<file path="config.mk">
export PLATFORM = sky130hd
export DESIGN_NAME = wfunc_loader
export DESIGN_NICKNAME = d
export VERILOG_FILES = /design/src/rtl/wfunc_loader.sv
export SDC_FILE = /design/constraint.sdc
export NUM_CORES = 1
export LEC_CHECK = 0
export ABC_AREA = 0
export BUFFER_PORTS_ARGS = -buffer_cell sky130_fd_sc_hd__buf_2
export CAP_MARGIN = 20
export CORE_MARGIN = 3
export CORE_UTILIZATION = 35
export CTS_CLUSTER_SIZE = 14
export DETAILED_ROUTE_END_ITERATION = 10
export HOLD_SLACK_MARGIN = 0.1
export SYNTH_ARGS = -nofsm -noshare
export SYNTH_HDL_FRONTEND = slang
export SYNTH_SLANG_ARGS = --single-unit
</file>
<file path="constraint.sdc">
create_clock -name clk -period 4 [get_ports clk]
set_input_delay 1 -clock clk [delete_from_list [all_inputs] [get_ports clk]]
set_output_delay 1 -clock clk [all_outputs]
set_load 0.05 [all_outputs]
</file>
<file path="src/rtl/wfunc_loader.sv">
// wfunc_loader: APB master that soft-resets window_func, streams the window
// coefficients into its memory, arms it and polls until the window is ready.
module wfunc_loader #(
  parameter int unsigned FFT_SIZE  = 8192,
  parameter int unsigned APB_AW    = $clog2(FFT_SIZE-1)+3,
  parameter int unsigned POLL_GAP  = 4,
  parameter int unsigned MAX_POLLS = 16
) (
  input  logic              clk,
  input  logic              rst_n,
  input  logic              start,
  output logic              busy,
  output logic              done,
  output logic              error,
  input  logic              coef_tvalid,
  output logic              coef_tready,
  input  logic [31:0]       coef_tdata,
  output logic              psel,
  output logic              penable,
  output logic              pwrite,
  output logic [APB_AW-1:0] paddr,
  output logic [31:0]       pwdata,
  input  logic [31:0]       prdata
);

  localparam int unsigned CW = (FFT_SIZE > 1) ? $clog2(FFT_SIZE) : 1;
  localparam int unsigned PW = $clog2(MAX_POLLS+1);
  localparam int unsigned GW = (POLL_GAP > 1) ? $clog2(POLL_GAP) : 1;
  localparam logic [APB_AW-1:0] CTRL_ADDR = APB_AW'(FFT_SIZE*4);
  localparam logic [APB_AW-1:0] STAT_ADDR = APB_AW'((FFT_SIZE+1)*4);

  typedef enum logic [2:0] {
    S_IDLE, S_RST, S_LOAD, S_ARM, S_POLL, S_GAP, S_FIN
  } state_t;

  state_t            state_q, state_d;
  logic [CW-1:0]     cnt_q, cnt_d;
  logic              last_q, last_d;
  logic [PW-1:0]     poll_q, poll_d;
  logic [GW-1:0]     gap_q, gap_d;
  logic              psel_q, psel_d, penable_q, penable_d, pwrite_q, pwrite_d;
  logic [APB_AW-1:0] paddr_q, paddr_d;
  logic [31:0]       pwdata_q, pwdata_d;
  logic              tready_q, tready_d, busy_q, busy_d;
  logic              done_q, done_d, error_q, error_d;
  logic              setup_q, access_q;
  logic              unused_prdata;

  assign setup_q       = psel_q & ~penable_q;
  assign access_q      = psel_q & penable_q;
  // Only the window state field of the status word is of interest.
  assign unused_prdata = ^{prdata[31:10], prdata[7:0]};

  always_ff @(posedge clk or negedge rst_n) begin
    if (!rst_n) begin
      state_q   <= S_IDLE;
      cnt_q     <= '0;
      last_q    <= 1'b0;
      poll_q    <= '0;
      gap_q     <= '0;
      psel_q    <= 1'b0;
      penable_q <= 1'b0;
      pwrite_q  <= 1'b0;
      paddr_q   <= '0;
      pwdata_q  <= '0;
      tready_q  <= 1'b0;
      busy_q    <= 1'b0;
      done_q    <= 1'b0;
      error_q   <= 1'b0;
    end else begin
      state_q   <= state_d;
      cnt_q     <= cnt_d;
      last_q    <= last_d;
      poll_q    <= poll_d;
      gap_q     <= gap_d;
      psel_q    <= psel_d;
      penable_q <= penable_d;
      pwrite_q  <= pwrite_d;
      paddr_q   <= paddr_d;
      pwdata_q  <= pwdata_d;
      tready_q  <= tready_d;
      busy_q    <= busy_d;
      done_q    <= done_d;
      error_q   <= error_d;
    end
  end

  // Next state and next registered outputs; a setup cycle always becomes an access cycle.
  always_comb begin
    state_d   = state_q;
    cnt_d     = cnt_q;
    last_d    = last_q;
    poll_d    = poll_q;
    gap_d     = gap_q;
    psel_d    = 1'b0;
    penable_d = 1'b0;
    pwrite_d  = pwrite_q;
    paddr_d   = paddr_q;
    pwdata_d  = pwdata_q;
    done_d    = 1'b0;
    error_d   = 1'b0;
    case (state_q)
      S_IDLE: begin
        if (start) begin
          state_d  = S_RST;
          psel_d   = 1'b1;
          pwrite_d = 1'b1;
          paddr_d  = CTRL_ADDR;
          pwdata_d = 32'h1;
        end
      end
      S_RST: begin
        if (setup_q) begin
          psel_d    = 1'b1;
          penable_d = 1'b1;
        end else begin
          state_d = S_LOAD;
          cnt_d   = '0;
          last_d  = 1'b0;
        end
      end
      S_LOAD: begin
        if (setup_q) begin
          psel_d    = 1'b1;
          penable_d = 1'b1;
        end else if (coef_tvalid && tready_q) begin
          psel_d   = 1'b1;
          pwrite_d = 1'b1;
          paddr_d  = APB_AW'({cnt_q, 2'b00});
          pwdata_d = coef_tdata;
          cnt_d    = cnt_q + CW'(1);
          last_d   = (cnt_q == CW'(FFT_SIZE-1));
        end else if (access_q && last_q) begin
          state_d  = S_ARM;
          psel_d   = 1'b1;
          pwrite_d = 1'b1;
          paddr_d  = CTRL_ADDR;
          pwdata_d = 32'h100;
        end
      end
      S_ARM: begin
        if (setup_q) begin
          psel_d    = 1'b1;
          penable_d = 1'b1;
        end else begin
          state_d  = S_POLL;
          psel_d   = 1'b1;
          pwrite_d = 1'b0;
          paddr_d  = STAT_ADDR;
          pwdata_d = '0;
          poll_d   = '0;
        end
      end
      S_POLL: begin
        if (setup_q) begin
          psel_d    = 1'b1;
          penable_d = 1'b1;
        end else if (prdata[9:8] == 2'b01 || prdata[9:8] == 2'b10) begin
          state_d = S_FIN;
          done_d  = 1'b1;
        end else if (poll_q == PW'(MAX_POLLS-1)) begin
          state_d = S_FIN;
          error_d = 1'b1;
        end else begin
          poll_d = poll_q + PW'(1);
          if (POLL_GAP == 0) begin
            psel_d = 1'b1;
          end else begin
            state_d = S_GAP;
            gap_d   = '0;
          end
        end
      end
      S_GAP: begin
        if (gap_q == GW'(POLL_GAP-1)) begin
          state_d = S_POLL;
          psel_d  = 1'b1;
        end else begin
          gap_d = gap_q + GW'(1);
        end
      end
      S_FIN:   state_d = S_IDLE;
      default: state_d = S_IDLE;
    endcase
    if (state_d == S_IDLE || state_d == S_FIN) begin
      pwrite_d = 1'b0;
      paddr_d  = '0;
      pwdata_d = '0;
    end
    // Accept a word only when the next cycle is free to be its setup cycle.
    tready_d = (state_d == S_LOAD) && !(psel_d && !penable_d) && !last_d;
    busy_d   = (state_d != S_IDLE);
  end

  assign psel        = psel_q;
  assign penable     = penable_q;
  assign pwrite      = pwrite_q;
  assign paddr       = paddr_q;
  assign pwdata      = pwdata_q;
  assign coef_tready = tready_q;
  assign busy        = busy_q;
  assign done        = done_q;
  assign error       = error_q;

endmodule

</file>
# Yosys cells after proc, flatten, opt, wreduce, memory -nomap -nowiden
# Cells that the tools add are included.
[word_totals]
ff_bits = 79
out_inout_bits = 55
[op_classes]
add_sub_neg = 3
reduce_logical = 23
bitwise = 3
n_eq_ne = 24
mux = 65
[ops]
columns = ["operator", "n"]
rows = [
  ["2-to-1 mux 32 bit", 6],
  ["2-to-1 mux 16 bit", 6],
  ["one-hot mux 32 bit (3 select lines)", 1],
  ["one-hot mux 16 bit (3 select lines)", 1],
  ["2-to-1 mux 13 bit", 3],
  ["one-hot mux 13 bit (2 select lines)", 1],
  ["2-to-1 mux 3 bit", 8],
  ["2-to-1 mux 1 bit", 23],
  ["2-to-1 mux 5 bit", 4],
  ["one-hot mux 3 bit (6 select lines)", 1],
  ["inequality test 2 bit (second input constant)", 8],
  ["AND reduction 5 bit", 3],
  ["adder 13 x 1 -> 13 bit (second input constant)", 1],
  ["== test 13 bit (second input constant)", 1],
  ["2-to-1 mux 2 bit", 6],
  ["one-hot mux 5 bit (2 select lines)", 1],
  ["== test 3 x 2 -> 1 bit (second input constant)", 3],
  ["== test 3 bit (second input constant)", 3],
  ["inequality test 3 bit (second input constant)", 3],
  ["zero test 3 bit", 2],
  ["nonzero test 2 bit", 3],
  ["adder 5 x 1 -> 5 bit (second input constant)", 1],
  ["== test 5 x 4 -> 1 bit (second input constant)", 1],
  ["logical AND 1 bit", 5],
  ["other kinds (18)", 23],
]

# Depth between registers and ports, before layout
# Gate-level depths: netlist (run 1).
[logic_depth]
ltp_word = 10
mapped_depth = 8

# Worst setup path after synthesis (run 1)
# OpenSTA, ideal clock, no wires.
[synth_path]
kind = "input to register"
start = "input port coef_tvalid"
end = "register paddr_q[10], in the netlist paddr[10]"
arrival_time_ps = 2169
path_buffers = 1
stages = 6
setup_slack_ps = 1710
setup_ps = 121
cell_sequence = "a21oi_1 a21boi_0 o31ai_2 nor2_2 buf_2 a22o_1"
[synth_via]
elab_chain_cells = 8
[synth_lines]
columns = ["item", "line", "text"]
rows = [
  ["start: declaration", "15", "input logic coef_tvalid,"],
  ["logical AND 1 bit (*)", "126", "end else if (coef_tvalid && tready_q) begin"],
  ["2-to-1 mux 3 bit", "126", ""],
  ["2-to-1 mux 3 bit", "123", "if (setup_q) begin"],
  ["one-hot mux 3 bit (6 select lines)", "102", "case (state_q)"],
  ["== test 3 bit / zero test 3 bit (equally long branches)", "185", "if (state_d == S_IDLE || state_d == S_FIN) begin"],
  ["logical OR 1 bit", "185", ""],
  ["inequality test 4 bit (no line) (tied with other cells)", "-", ""],
  ["AND reduction 5 bit (no line)", "-", ""],
  ["end signal: assignment", "79", "paddr_q <= paddr_d;"],
  ["end: declaration", "42", "logic [APB_AW-1:0] paddr_q, paddr_d;"],
]
# Mark *: on every way between the ends. The rest lies on a longest branch, timed or not. The select of a mux whose other input is x is not followed.
# A chain may end at the register's enable or synchronous reset.

# Final worst setup path (run 1)
[layout_path]
start = "input port coef_tvalid"
end = "register pwrite_q, in the netlist pwrite"
[layout_via]
elab_chain_cells = 8
[layout_lines]
columns = ["item", "line", "text"]
rows = [
  ["logical AND 1 bit (*)", "126", ""],
  ["2-to-1 mux 3 bit", "126", ""],
  ["2-to-1 mux 3 bit", "123", ""],
  ["one-hot mux 3 bit (6 select lines)", "102", ""],
  ["== test 3 bit / zero test 3 bit (equally long branches)", "185", ""],
  ["logical OR 1 bit", "185", ""],
  ["inequality test 4 bit (no line) (tied with other cells)", "-", ""],
  ["AND reduction 5 bit (no line)", "-", ""],
  ["end signal: assignment", "78", "pwrite_q <= pwrite_d;"],
  ["end: declaration", "41", "logic psel_q, psel_d, penable_q, penable_d, pwrite_q, pwrite_d;"],
]
# Marks and branches as above.

==> impl_metrics.tcl, run 1 <==
set metrics [dict create \
    via_count 2524 \
    crit_path_end_kind "register" \
    wl_microns 7410 \
    slew_headroom_pct 36.1 \
    route.detailed.drc 0 \
    areaGrowthSynthToFinish_pct 21.3 \
    drv_slew 0 \
    grt-ovfl-total 0 \
    ys_seq_area_share_pct 58.5 \
    hold_path_class "reg -> reg" \
    rr_worst_depth 8 \
    post-cts-setup-buffer-count 0 \
    dieWidth_microns 103 \
    required_ns 4.28 \
    cp-start-kind "input port" \
    worst_pin_slew_ns 0.959 \
    grt_setup_unrepaired "no" \
    tns_ns 0 \
    min_from "poll_q[4]" \
    worst_path_max_delay_cell "nor2_4" \
    syn-cell-area_sq_um 3290 \
    timing.fmax_ghz 0.381 \
    grt_use_total_pct 14.7 \
    leakage_nw 2.06 \
    critPathArrivalTime_ns 2.90 \
    r2r_setup_slack_ns 1.45 \
    ys_ff_latch 77 \
    syn_avg_cell_area_sq_um 11.6 \
    coreArea_sq_um 8930 \
    period_share_pct 65.7 \
    dpl.hpwl_microns 5120 \
    power_density_nw_per_um2 610 \
    avgRoutedWirePerCell_microns 15.3 \
    finalNonFillerCells 485 \
    hold_path_depth 1 \
    setup_viol 0 \
    clk_latency_ns 0.35 \
    place_ws_ns 0.989 \
    synth_edf_count 0 \
    drt_iter0_markers 128 \
    num-nets-final 444 \
    drv_cap 0 \
    timing.rr.end "pwrite" \
    clk_path_buf_depth 2 \
    cts_buffers 9 \
    period_needed_ns 2.63 \
    cts-resized-gates 0 \
    status "finished, final reports clean" \
    async_flop_share_pct 100 \
    cts_max_level 3 \
    grt_max_degree 78 \
    hold_buffers 0 \
    clkTransAtPathRegs_ns 0.08 \
    crit_path_max_fanout 20 \
    holdPathEnd "poll_q[4]" \
    peakVddDrop_mv 0.249 \
    viasPerCell 5.20 \
    ys_warn_count 0 \
    initial_utilization_pct 36.9 \
    ant_nets 0 \
    die-area_sq_um 10600 \
    port-buffer-count 90 \
    worst_slack_ns 1.37 \
    synthCells 284 \
    ys_types 46 \
    skew_ns 0.0120 \
    reg2reg_from "poll_q[0]" \
    crit_path_max_incr_delay_ns 0.49 \
    cts_tree "done" \
    clockRootBuffer "clkbuf_8" \
    fp.dieH_microns 103 \
    fin_total_pwr_mw 2.43 \
    rows 34 \
    antenna_cells 0 \
    dp.cells 469 \
    drive_above_1_share_pct 30.5 \
    grt_pass1_vias 2471 \
    path_cells "buf_2 > a21oi_1 > a21boi_0 > o31ai_2 > nor2_4 > buf_4 > a22o_1" \
    finalHoldViolCount 0 \
    fin_hold_ws_ns 0.490 \
    synth_ff_type "dfrtp_1" \
    io_pins 123 \
    crit_type "in -> reg" \
    first_pass_iters 4 \
    cts.sinks 77 \
    place.gp.congestion 0.834 \
    antenna_found_initial 0 \
    grt_pass1_wl_microns 12100 \
]
-- layout make-up --
type / instances / area [sq um]
Tap cell: 108 / 135
Clock inverter: 6 / 40.0
Clock buffer: 10 / 128
Fill cell: 867 / 4940
Inverter: 6 / 22.5
Timing Repair Buffer: 93 / 475
Sequential cell: 77 / 1930
Multi-Input combinational cell: 185 / 1270
-- worst max-delay path: cells and delay by family --
| family | cells | cell delay [ns] |
|---|---|---|
| AO/OA/AOI/OAI | 4 | 0.93 |
| buffers and inverters | 2 | 0.47 |
| AND/OR/NAND/NOR | 1 | 0.49 |
-- power by group --
| part | switching (mW) | internal, mW | leakage [nW] |
|---|---|---|---|
| Sequential | 0.128 | 0.887 | 1.05 |
| Clock | 0.282 | 0.224 | 0.0860 |
| Combinational | 0.651 | 0.262 | 0.922 |
-- per-stage QoR --
step           instance area, sq um  utilization (%)
3_5_place_dp                   3830             42.8
2_1_floorplan                  3300                -
6_report                       3990             44.7
5_1_grt                        3990             44.7
3_3_place_gp                   3830             42.8
4_1_cts                        3990             44.7
-- cell families (layout without fill, tap and decap cells) --
group	count (synthesis)	after routing	share of synthesized area (%)
AOI/OAI and AO/OA	82	82	19.3
xor gates and xnor gates	14	14	3.72
muxes	4	4	1.25
adders and majority gates	4	4	1.52
DFF	77	77	58.5
buffers and inverters	23	115	3.31
and+or+nand+nor	79	79	12.3
other	1	2	0.114
-- layout by cell type, fill, tap and decap left out, drive strengths merged, types with 2 or more instances in the layout --
cell type / n
buf: 93
dfrtp: 77
a22o: 46
nor2: 28
nand2: 14
o21ai: 14
xor2: 12
a21oi: 10
clkbuf: 10
nand3: 8
inv: 6
nand4: 6
clkinv: 5
and3: 4
ha: 4
nand2b: 3
nor3: 3
nor2b: 3
or3: 3
mux2i: 3
xnor2: 2
conb: 2
nor4: 2
-- state kept, by name, summed over array words and instances (netlist names) --
| register | count |
|---|---|
| pwdata | 32 |
| paddr | 14 |
| cnt_q | 13 |
| poll_q | 5 |
| state_q | 3 |
| gap_q | 2 |
| busy | 1 |
| coef_tready | 1 |
| done | 1 |
| error | 1 |
| last_q | 1 |
| penable | 1 |
| psel | 1 |
| pwrite | 1 |
-- routing by layer --
metal	track usage, %	share of wire (%)
met5	0	0
met4	6.27	1.4
met3	3.38	4.8
met2	23.4	48
met1	19.2	45
-- worst max path at each step --
stage,cells past startpoint,to,slack (ns),start
detailed placement,7,pwdata[15],0.99,prdata[9]
global route,6,pwdata[19],1.18,state_q[0]
CTS,7,pwrite,1.35,prdata[9]
floorplan,6,paddr[10],1.71,coef_tvalid
finish,7,pwrite,1.37,coef_tvalid
global placement,7,pwdata[19],0.98,prdata[9]
-- Yosys cell counts (all sizes together) (6+ instances only) --
cell | instances | share of area (%)
xor2 | 12 | 3.2
nand4 | 6 | 1.1
o21ai | 14 | 2.1
nand3 | 8 | 1.2
a22o | 46 | 12
nand2 | 14 | 1.6
clkbuf | 8 | 0.95
inv | 6 | 0.68
dfrtp | 77 | 59
a21oi | 10 | 1.5
nor2 | 28 | 3.3
buf | 9 | 1.7
No activity file was read; power rests on OpenSTA's default activity.
==> run 2, diff against run 1 <==
ABC_AREA = 1   (was 0)
clock period = 2.4 ns   (was 4 ns; I/O delays follow)
==> run 2 against run 1 <==
  * First-iteration DRC count increased by 52%
  * Non-clock buffer count increased by 7
  * Count of clock-buffer cells in the layout unchanged
  * Worst hold slack got worse by 0.26 ns
  * Largest power group is now combinational cells
  * Combinational power rose to 2.9 times the previous value
  * Register-to-register slack got worse by 1.2 ns
  * Via count grew 34%
  * Largest cell class unchanged
  * Die area is 20% higher
  * Clock power rose to 2.9 times the previous value
  * Power up 140%
  * Sequential power grew 62%
==> impl_metrics.tcl, run 2 <==
set metrics [dict create \
    yosys.area_share.simple_pct 29.4 \
    cts_buffers 9 \
    crit_buf_inv 3 \
    ant_nets 0 \
    leakage_nw 2.30 \
    peakVddDrop_mv 0.678 \
    grt_pass1_wl_microns 16300 \
    wl_met2_microns 4480 \
    muxShareOfSynthArea_pct 0 \
    async_flop_share_pct 100 \
    ys_seq_area_share_pct 48.4 \
    grt-ovfl-total 0 \
    fin_total_pwr_mw 5.83 \
    via_count 3391 \
    place.gp.congestion 0.851 \
    fp.dieH_microns 113 \
    path_delay_family "simple AND/OR/NAND/NOR gates" \
    ys_top_cells_by_count "93 x nand2_1, 77 x dfrtp_1, 54 x nand3_1" \
    netlist.area_leader.share_pct 48.4 \
    coreArea_sq_um 11000 \
    period_share_pct 89.3 \
    synth_area_leaders "dfrtp_1 48%, nand2_1 8.8%, a21oi_2 8.1%" \
    antenna_cells 0 \
    worst_path_max_delay_cell "dfrtp_1" \
    ys_types 32 \
    port-buffer-count 90 \
    synth_ff_type "dfrtp_1" \
    timing.fmax_ghz 0.467 \
    synth_most_common_cell "nand2_1" \
    synth-xor-area-share_pct 0.220 \
    crit_path_max_fanout 17 \
    cts.sinks 77 \
    hold_buffers 0 \
    cts-resized-gates 0 \
    layout_commonest_cell "nand2_1" \
    m1WireLength_microns 4690 \
    cts_max_level 3 \
    die-area_sq_um 12700 \
    syn-cell-area_sq_um 3980 \
    synth_top_family_by_area "simple AND/OR/NAND/NOR gates" \
    worst_pin_slew_ns 0.501 \
    num-nets-final 618 \
    cts_tree "done" \
    synthCells 456 \
    synth-compound-area-share_pct 13.1 \
    crit_path_end_kind "register" \
    critPathArrivalTime_ns 2.35 \
    syn_avg_cell_area_sq_um 8.73 \
    maxUsedRoutingLayer "met4" \
    ys_warn_count 0 \
    drv_cap 0 \
    drt_iter0_markers 194 \
    io_pins 123 \
    dp.cells 675 \
    hold_path_class "in -> async" \
    yosysTopAreaCell "dfrtp_1" \
    skew_ns 0.00577 \
    cp-start-kind "register" \
    met3_length_microns 480 \
    final_util_pct 44.4 \
    setup_viol 0 \
    initial_utilization_pct 36.2 \
    clk_path_buf_depth 2 \
    post-cts-setup-buffer-count 0 \
    path_cells "ha_1 > inv_1 > nor3_1 > ha_1 > inv_1 > nand3_1 > nand3_2 > nand2_2 > nor2_2 > nand2_4 > nand2_4 > buf_4 > a21oi_1" \
    largest_reg_flops 32 \
    power_density_nw_per_um2 1200 \
    clockRootBuffer "clkbuf_16" \
    antenna_found_initial 0 \
    grt_pass1_vias 3236 \
    finalNonFillerCells 691 \
    final_cell_mix "92 x nand2_1, 89 x buf_2, 77 x dfrtp_1" \
    yosys.area_share.adder_pct 1.26 \
    drv_slew 0 \
    required_ns 2.60 \
    status "finished, final reports clean" \
    period_needed_ns 2.14 \
    viasPerCell 4.91 \
    rows 38 \
    wl_microns 9740 \
    dieWidth_microns 113 \
    crit_type "reg -> reg" \
    clkTransAtPathRegs_ns 0.06 \
    avgRoutedWirePerCell_microns 14.1 \
    ys_ff_latch 77 \
    first_pass_iters 4 \
    route.detailed.drc 0 \
    synth_edf_count 0 \
    slew_headroom_pct 66.6 \
    tns_ns 0 \
    areaGrowthSynthToFinish_pct 22.4 \
    dpl.hpwl_microns 6970 \
    crit_path_max_incr_delay_ns 0.41 \
    clk_latency_ns 0.33 \
    grt_setup_unrepaired "no" \
    grt_use_total_pct 15.6 \
    finalHoldViolCount 0 \
    grt_max_degree 38 \
    drive_above_1_share_pct 34.5 \
]
-- run 2: worst paths after layout --
path                                 from  depth (start not counted)         end  slack (ns)
max in group asynchronous           rst_n                          2   pwdata[4]        1.48
worst max register to register  poll_q[0]                         13   pwdata[4]        0.26
worst min register to register   gap_q[0]                          1    gap_q[0]        0.51
worst max-delay path            poll_q[0]                         13   pwdata[4]        0.26
worst min-delay path                rst_n                          1  pwdata[30]        0.23
min in group clk                 gap_q[0]                          1    gap_q[0]        0.51
-- run 2: layout make-up --
type,count,area [sq um]
multi-input cells,319,1760
clock inverters,6,93.8
flip-flops and latches,77,1930
repair buffers,100,541
inverters,39,146
clock buffers,10,229
well taps,140,175
fillers,1096,6110
-- run 2: worst register-to-register path: cells and delay by family, from the launching register on --
kind	cells	cell delay (ns)
fa+ha+maj	2	0.40
compound gates	1	0.07
buf+inv	3	0.44
flops	1	0.41
simple gates	7	0.72
-- run 2: per-stage QoR --
step                cell area [sq um]  hold WS [ns]  setup WS, ns
floorplan                        3980         0.304         0.501
global placement                 4550         0.485         0.282
detailed placement               4550         0.500         0.254
CTS                              4870         0.244         0.235
global route                     4870         0.258        0.0360
finish                           4870         0.229         0.256
-- run 2: power by group --
part,total [mW],switching [mW],internal [mW]
clock,1.49,0.566,0.921
combinational,2.69,2.03,0.654
sequential,1.65,0.177,1.48
-- run 2: kinds of logic after synthesis --
group           after synthesis
compound gates               74
xor+xnor                      1
fa+ha+maj                     4
buf+inv                      61
flops                        77
other cells                   1
simple gates                238
-- run 2: layer usage --
metal,vias up,GRT usage (%)
met5,-,0
met4,0,3.77
met3,6,3.61
met2,82,24.4
met1,1618,22.1
li1,1685,-
==> run 3, diff against run 2 <==
CORE_ASPECT_RATIO = 1.25   (was default)
CORE_MARGIN = 2   (was 3)
SKIP_LAST_GASP = 1   (was default)
==> run 3 against run 2 <==
  * Register-to-register slack worse by 0.04 ns
  * Final area rose by 1.5%
  * Largest power group unchanged
  * Clock power increased by 9%
  * Via count stayed put
  * Worst setup slack got worse by 0.038 ns
  * Sequential share of layout area fell by 0.59 points
  * Utilization rose by 0.27 points
  * Worst hold slack worse by 0.0041 ns
  * Flip-flop and latch count did not move
  * Combinational power increased by 7%
  * Sequential power barely moved
==> impl_metrics.tcl, run 3 (synthesis results as in run 2) <==
set metrics [dict create \
    crit_buf_inv 2 \
    period_share_pct 90.9 \
    clkTransAtPathRegs_ns 0.06 \
    areaGrowthSynthToFinish_pct 24.3 \
    coreArea_sq_um 11100 \
    crit_path_max_fanout 16 \
    power_density_nw_per_um2 1240 \
    antenna_cells 0 \
    hold_path_class "in -> async" \
    route.detailed.drc 0 \
    status "finished, final reports clean" \
    via_count 3391 \
    cts-resized-gates 0 \
    crit_type "reg -> reg" \
    finalNonFillerCells 686 \
    clk_latency_ns 0.33 \
    drv_cap 0 \
    finalHoldViolCount 0 \
    cp_common_cell "nor2_2" \
    grt_pass1_wl_microns 16200 \
    hold_buffers 0 \
    io_pins 123 \
    leakage_nw 2.34 \
    drive_above_1_share_pct 34.7 \
    layout_commonest_cell "nand2_1" \
    antenna_found_initial 0 \
    grt_pass1_vias 3285 \
    grt-ovfl-total 0 \
    drv_slew 0 \
    worst_path_max_delay_cell "dfrtp_1" \
    crit_path_max_incr_delay_ns 0.38 \
    avgRoutedWirePerCell_microns 14.4 \
    rows 43 \
    place_ws_ns 0.192 \
    die-area_sq_um 12200 \
    period_needed_ns 2.18 \
    dp.cells 672 \
    clk_path_buf_depth 2 \
    num-nets-final 620 \
    peakVddDrop_mv 0.851 \
    wl_microns 9900 \
    dpl.hpwl_microns 7170 \
    cts_tree "done" \
    crit_path_end_kind "register" \
    tns_ns 0 \
    largest_reg_flops 32 \
    cp-start-kind "register" \
    cts_buffers 9 \
    grt_setup_unrepaired "no" \
    required_ns 2.62 \
    grt_max_degree 43 \
    first_pass_iters 4 \
    port-buffer-count 90 \
    dieWidth_microns 99.4 \
    r2r_setup_slack_ns 0.22 \
    place.gp.congestion 0.891 \
    cts.sinks 77 \
    viasPerCell 4.94 \
    cts_max_level 3 \
    worst_slack_ns 0.218 \
    critPathArrivalTime_ns 2.40 \
    fp.dieH_microns 123 \
    timing.fmax_ghz 0.458 \
    path_cells "ha_1 > inv_1 > nor3_1 > ha_1 > nor2_2 > nand2_1 > nand2_1 > nor2_2 > nand2_4 > nand2_4 > buf_12 > nor2_2" \
    setup_viol 0 \
    post-cts-setup-buffer-count 0 \
    grt_use_total_pct 16.6 \
    path_delay_family "simple AND/OR/NAND/NOR gates" \
    drt_iter0_markers 156 \
    ant_nets 0 \
    final_cell_mix "92 x nand2_1, 89 x buf_2, 77 x dfrtp_1" \
    clockRootBuffer "clkbuf_16" \
    skew_ns 0.00473 \
    initial_utilization_pct 35.9 \
]
## run 3: power by group
part           leakage [nW]  total (mW)  internal (mW)  switching (mW)
registers              1.05        1.65           1.48           0.176
logic                  1.11        2.87          0.778            2.09
clock network         0.171        1.63           1.11           0.518
total                  2.34        6.15           3.36            2.78
## run 3: worst paths after layout
check,from,to,cells after the start
worst max-delay path,poll_q[0],paddr[15],12
worst min register to register,poll_q[0],poll_q[0],1
worst max register to register,poll_q[0],paddr[15],12
min in group clk,poll_q[0],poll_q[0],1
worst min-delay path,rst_n,busy,1
max in group asynchronous,rst_n,cnt_q[6],2
## run 3: area by class of cell
type,count,area (sq um)
Sequential cell,77,1930
Clock buffer,9,225
Timing Repair Buffer,102,593
Fill cell,1120,6140
Inverter,39,146
Multi-Input combinational cell,319,1760
Clock inverter,5,125
Tap cell,135,169
## run 3: per-stage QoR
step / cell area [sq um] / power (mW) / hold slack (ns) / util, %
after global routing: 4950 / 6.53 / 0.255 / 44.6
final: 4950 / 6.15 / 0.225 / 44.6
after CTS: 4950 / 6.21 / 0.242 / 44.6
after detailed placement: 4600 / 4.57 / 0.494 / 41.5
after global placement: 4600 / 4.52 / 0.485 / 41.5
after floorplan: 3980 / 3.88 / 0.304 / -
## run 3: routing by layer
| metal | track usage [%] | routed length (microns) |
|---|---|---|
| met1 | 21.9 | 4420 |
| met2 | 27.3 | 4940 |
| met3 | 3.62 | 405 |
| met4 | 4.97 | 136 |
| met5 | 0 | 0 |
